**src/rtl/boreal_ik_cmd_receiver.sv**
```systemverilog
// Receives clamped VM targets, queues them and feeds slew-limited set-points to the IK solver.
// Optional feature macro: BOREAL_IKRX_SLEW_EN (defined = per-beat slew limit, undefined = one beat per target).
module boreal_ik_cmd_receiver #(
    parameter int                 DEPTH     = 4,
    parameter logic signed [15:0] COORD_MIN = -16'sd1024,
    parameter logic signed [15:0] COORD_MAX = 16'sd1024,
    parameter int                 SLEW_MAX  = 32,
    parameter logic signed [15:0] HOME_X    = 16'sd0,
    parameter logic signed [15:0] HOME_Y    = 16'sd0
) (
    input  logic                   clk,
    input  logic                   rst,
    input  logic [1:0]             safety_tier,
    input  logic                   vm_ik_enable,
    input  logic signed [15:0]     target_x,
    input  logic signed [15:0]     target_y,
    input  logic                   vm_vns_override,
    output logic signed [15:0]     ik_x,
    output logic signed [15:0]     ik_y,
    output logic                   ik_valid,
    input  logic                   ik_ready,
    output logic                   vns_req,
    output logic [$clog2(DEPTH):0] fifo_count,
    output logic                   clamp_flag,
    output logic [7:0]             overflow_cnt,
    output logic                   busy
);
    localparam int AW = $clog2(DEPTH);
    localparam int CW = AW + 1;
    localparam logic signed [16:0] SLEW17 = 17'(SLEW_MAX);

    typedef enum logic [1:0] {S_IDLE, S_STEP, S_WAIT} state_t;

    function automatic logic out_of_range(input logic signed [15:0] v);
        return (v < COORD_MIN) || (v > COORD_MAX);
    endfunction

    function automatic logic signed [15:0] clamp_coord(input logic signed [15:0] v);
        if (v < COORD_MIN)
            return COORD_MIN;
        else if (v > COORD_MAX)
            return COORD_MAX;
        return v;
    endfunction

    // Difference taken in 17 bits so the full 16-bit span cannot wrap before clipping.
    function automatic logic signed [15:0] slew_step(input logic signed [15:0] cur,
                                                     input logic signed [15:0] goal);
        logic signed [16:0] d;
        d = $signed({goal[15], goal}) - $signed({cur[15], cur});
        if (d > SLEW17)
            d = SLEW17;
        else if (d < -SLEW17)
            d = -SLEW17;
        return 16'($signed({cur[15], cur}) + d);
    endfunction

    state_t             r_state;
    logic signed [15:0] r_ik_x, r_ik_y, r_cur_x, r_cur_y, r_goal_x, r_goal_y;
    logic               r_ik_valid, r_vns, r_clamp;
    logic [7:0]         r_ovf;
    logic [AW-1:0]      r_wr_ptr, r_rd_ptr;
    logic [CW-1:0]      r_count;
    logic signed [15:0] r_mem_x [DEPTH];
    logic signed [15:0] r_mem_y [DEPTH];

    logic               w_abort, w_full, w_empty, w_strobe_ok, w_push, w_pop, w_overflow;
    logic               w_at_goal, w_hs;
    logic signed [15:0] w_clamp_x, w_clamp_y, w_step_x, w_step_y;

    assign w_abort     = (safety_tier >= 2'd2);
    assign w_full      = (r_count == CW'(DEPTH));
    assign w_empty     = (r_count == '0);
    assign w_strobe_ok = vm_ik_enable && !w_abort;
    assign w_pop       = (r_state == S_IDLE) && !w_empty && !w_abort;
    assign w_push      = w_strobe_ok && (!w_full || w_pop);
    assign w_overflow  = w_strobe_ok && w_full && !w_pop;
    assign w_clamp_x   = clamp_coord(target_x);
    assign w_clamp_y   = clamp_coord(target_y);
    assign w_at_goal   = (r_ik_x == r_goal_x) && (r_ik_y == r_goal_y);
    assign w_hs        = r_ik_valid && ik_ready;

    always_comb begin
`ifdef BOREAL_IKRX_SLEW_EN
        w_step_x = slew_step(r_cur_x, r_goal_x);
        w_step_y = slew_step(r_cur_y, r_goal_y);
`else
        w_step_x = r_goal_x;
        w_step_y = r_goal_y;
`endif
    end

    // Queue storage and goal latch carry data only, so they are left out of reset.
    always_ff @(posedge clk) begin
        if (w_push) begin
            r_mem_x[r_wr_ptr] <= w_clamp_x;
            r_mem_y[r_wr_ptr] <= w_clamp_y;
        end
        if (w_pop) begin
            r_goal_x <= r_mem_x[r_rd_ptr];
            r_goal_y <= r_mem_y[r_rd_ptr];
        end
    end

    always_ff @(posedge clk) begin
        if (rst) begin
            r_state    <= S_IDLE;
            r_ik_x     <= HOME_X;
            r_ik_y     <= HOME_Y;
            r_cur_x    <= HOME_X;
            r_cur_y    <= HOME_Y;
            r_ik_valid <= 1'b0;
            r_vns      <= 1'b0;
            r_clamp    <= 1'b0;
            r_ovf      <= 8'd0;
            r_wr_ptr   <= '0;
            r_rd_ptr   <= '0;
            r_count    <= '0;
        end else begin
            r_vns   <= vm_vns_override;
            r_clamp <= w_strobe_ok && (out_of_range(target_x) || out_of_range(target_y));
            if (w_overflow && (r_ovf != 8'hFF))
                r_ovf <= r_ovf + 8'd1;

            if (w_abort) begin
                r_wr_ptr <= '0;
                r_rd_ptr <= '0;
                r_count  <= '0;
            end else begin
                if (w_push)
                    r_wr_ptr <= r_wr_ptr + AW'(1);
                if (w_pop)
                    r_rd_ptr <= r_rd_ptr + AW'(1);
                if (w_push && !w_pop)
                    r_count <= r_count + CW'(1);
                else if (w_pop && !w_push)
                    r_count <= r_count - CW'(1);
            end

            case (r_state)
                S_IDLE: begin
                    if (w_pop)
                        r_state <= S_STEP;
                end
                S_STEP: begin
                    if (w_abort) begin
                        r_state <= S_IDLE;
                    end else begin
                        r_ik_x     <= w_step_x;
                        r_ik_y     <= w_step_y;
                        r_ik_valid <= 1'b1;
                        r_state    <= S_WAIT;
                    end
                end
                S_WAIT: begin
                    // A handshake coinciding with an abort still commits the set-point.
                    if (w_hs) begin
                        r_cur_x    <= r_ik_x;
                        r_cur_y    <= r_ik_y;
                        r_ik_valid <= 1'b0;
                        r_state    <= (w_abort || w_at_goal) ? S_IDLE : S_STEP;
                    end else if (w_abort) begin
                        r_ik_valid <= 1'b0;
                        r_state    <= S_IDLE;
                    end
                end
                default: r_state <= S_IDLE;
            endcase
        end
    end

    assign ik_x         = r_ik_x;
    assign ik_y         = r_ik_y;
    assign ik_valid     = r_ik_valid;
    assign vns_req      = r_vns;
    assign fifo_count   = r_count;
    assign clamp_flag   = r_clamp;
    assign overflow_cnt = r_ovf;
    assign busy         = (r_state != S_IDLE) || !w_empty;
endmodule

```
**config.mk**
```make
export PLATFORM = sky130hd
export DESIGN_NAME = boreal_ik_cmd_receiver
export DESIGN_NICKNAME = d
export VERILOG_FILES = /design/src/rtl/boreal_ik_cmd_receiver.sv
export SDC_FILE = /design/constraint.sdc
export NUM_CORES = 1
export LEC_CHECK = 0
export CAP_MARGIN = 20
export CORE_ASPECT_RATIO = 1.5
export CORE_MARGIN = 2
export CORE_UTILIZATION = 51
export DETAILED_ROUTE_END_ITERATION = 10
export HOLD_SLACK_MARGIN = 0.03
export PLACE_DENSITY = 0.88
export RECOVER_POWER = 50
export SYNTH_ARGS = -nofsm -noshare
export SYNTH_HDL_FRONTEND = slang
export SYNTH_SLANG_ARGS = --single-unit
export TNS_END_PERCENT = 5
```
**constraint.sdc**
```tcl
create_clock -name clk -period 3.3 [get_ports clk]
set_input_delay 0.495 -clock clk [delete_from_list [all_inputs] [get_ports clk]]
set_output_delay 0.495 -clock clk [all_outputs]
set_load 0.02 [all_outputs]
```
==> impl_metrics.ini <==
[power]
irDropWorstVdd_uv = 338
leakagePower_uw = 0.00325
design_power_total_uw = 5320
power_per_cell_area_mw_per_mm2 = 536

[sta]
worstMarginPinSlew_ns = 2.02
fin_crit_sh_pct = 82.4
fmax_ghz = 0.368
setup_viol = 0
fin_tns_setup_ns = 0
rsz0062_at_grt = no
slew-limit-headroom_pct = -34.7
hold_viol = 0
period_minus_slack_ns = 2.72
clock_skew_ns = 0.00894
finalMaxSlewViolations = 45

[status]
violations = capacitance limit, slew limit
status = finished with violations

[route]
drtPass1Iterations = 5
post-route-drc-count = 0
drtIter0Drc = 396
finalWirelength_um = 16800
ant_nets = 0
vias = 4827
avgRoutedWirePerCell_um = 19.7
routed_via_density = 5.66

[clock_network]
post_cts_buffers = 0
cts_hold_buf = 0
htree_num_levels = 1
clock_insertion_delay_worst_skew_ns = 0.47
cts_resized = 0
clkTransAtPathRegs_ns = 0.06
cts_tree = built
cts_root_buffer = clkbuf_16
cts_buffer_depth = 3
cts_sinks = 212
cts_made_buffers = 19

[die]
num_rows = 57
start_util_pct = 51.9
fp.dieW_um = 109
ios = 86
dieArea_mm2 = 0.0175
coreArea_mm2 = 0.0161
fp.dieH_um = 161

[yosys]
synth_seq_cells = 212
synthArstFlopShare_pct = 0
yosysSeqAreaShare_pct = 69.8
syn-cell-area_mm2 = 0.00837
avgSynthCellArea_um2 = 15.2
synth_warnings = 0
synth_ff_type = edfxtp_1
syn_inst = 552
synth_cell_types = 42
synth_nets = 598
synth_edf_count = 160

[critical_path]
startpoint_type = input port
cp.required_ns = 3.70
cp-startpoint = safety_tier[1]
critPathKind = in -> reg
worst-path-max-fanout = 7
reg2regPathDepth = 9
crit_chain = dlygate4sd3_1 > nor3_1 > and3b_1 > nor2_4 > ha_1 > inv_1 > fa_1 > xor2_1 > or3_1 > a21oi_1
worst_ep_arrival_time_ns = 3.12
critical-path-max-stage-delay_ns = 0.63
endpoint_kind = register
r2r-start = r_state[0]
cp_slowest_cell = dlygate4sd3_1

[final_layout]
diodes = 0
final_nets = 681
drive_gt1_share_pct = 11.6
fill_cells = 1116
area_delta_synth_final_pct = 18.7

[global_route]
gr-usage-all-layers_pct = 19.8
grt_remaining_overflow = 0
grt_pass1_wl_um = 26600
grt_pass1_vias = 5068
grt_max_degree = 45
antenna_found_initial = 0

[flow_run]
cap_viol_max_count = 1

[placed_design]
place.gp.congestion = 0.834
place_hpwl_um = 11100
io_buffers = 84

[min_path]
hold_depth = 2
hp-start = ik_x[4]
hp-class = reg -> reg
## placed cells by master (no fill, tap or decap), types with 21 or more instances in the layout
master / instances
nand2_1: 76
nor2b_1: 22
edfxtp_1: 160
xor2_1: 35
dfxtp_1: 51
nor2_1: 21
mux4_2: 32
a21oi_1: 36
clkdlybuf4s50_1: 59
dlygate4sd3_1: 25
## layout make-up
cell class | count | area (µm²) | share of cell area [%]
well taps | 206 | 258 | 2.59
flip-flops and latches | 212 | 5850 | 58.8
repair buffers | 96 | 917 | 9.23
clock inverters | 6 | 33.8 | 0.340
inverters | 4 | 15.0 | 0.151
multi-input cells | 302 | 2330 | 23.5
clock buffers | 27 | 536 | 5.39
## cell usage after synthesis (2+ instances only)
library cell  number  share of area (%)
nand4_1            5               0.37
inv_1              4               0.18
ha_1               6               0.90
buf_2              7               0.42
mux2i_1            2               0.24
buf_6              3               0.40
dfxtp_1           52                 12
and2_1             4               0.30
clkbuf_8           2               0.33
clkbuf_1          21               0.94
edfxtp_1         160                 57
xnor2_1            8               0.84
nor2b_1           22                1.6
or4_1              2               0.18
or2_2              3               0.22
nand2_1           76                3.4
nor2_1            22               0.99
a21oi_1           36                2.2
mux4_2            32                8.6
nand3_1            3               0.18
nor4_1            12               0.90
xor2_1            35                3.7
and4_1             2               0.21
o22a_1             2               0.21
o21ai_0            4               0.24
nor3_1            10               0.60
a21boi_1           2               0.18
## power by group
part / leakage [µW] / switching (µW) / internal (µW)
logic: 0.00114 / 169 / 160
clock network: 0.000290 / 886 / 1130
registers: 0.00182 / 50.4 / 2930
## stage by stage
stage                     worst slack, ns  instances  cell area (µm²)  util [%]  hold slack (ns)
after floorplan                     0.489        552             8380         -            0.514
after global placement              0.395        820             9390      58.2            0.468
after detailed placement            0.305        820             9390      58.2            0.474
after CTS                           0.759        853             9960      61.8            0.483
after global routing                0.458        853             9940      61.7            0.499
final                               0.580        853             9940      61.7            0.479
## kinds of logic (layout without fill, tap and decap cells)
group	Yosys count	in the layout	synth area share (%)
flip-flops	212	212	69.8
AO/OA/AOI/OAI	48	48	3.17
buffers and inverters	38	133	2.36
adder cells (fa/ha/maj)	7	7	1.14
XOR/XNOR	43	43	4.50
multiplexers	34	34	8.85
AND/OR/NAND/NOR	170	170	10.2
## worst max-delay path: cells and delay by family
family	cells	cell delay, ns
fa+ha+maj	2	0.61
simple gates	4	1.03
buf+inv	2	0.70
compound gates	1	0.14
xor+xnor	1	0.16
## registers in the layout, summed over array words and instances, names as in the netlist
signal	flops
ik_valid	1
ik_x	16
r_goal_y	16
ik_y	16
r_mem_x	64
r_goal_x	16
r_rd_ptr	2
r_wr_ptr	2
r_mem_y	64
overflow_cnt	8
vns_req	1
r_state	2
fifo_count	3
clamp_flag	1
## final timing paths
| check | endpoint | slack, ns |
|---|---|---|
| max reg2reg | fifo_count[2] | 0.78 |
| max | fifo_count[2] | 0.58 |
| min | ik_x[4] | 0.48 |
| min reg2reg | ik_x[4] | 0.48 |
## per-layer routing
layer	share of wire, %	routed length (µm)	track usage, %	vias up
li1	-	-	-	2197
met1	37	6160	23.4	2394
met2	54	9090	35.5	195
met3	5.6	940	2.44	41
met4	3.5	589	8.92	0
met5	0	0	0	-
Note: power is estimated with default switching activity, not from simulation.
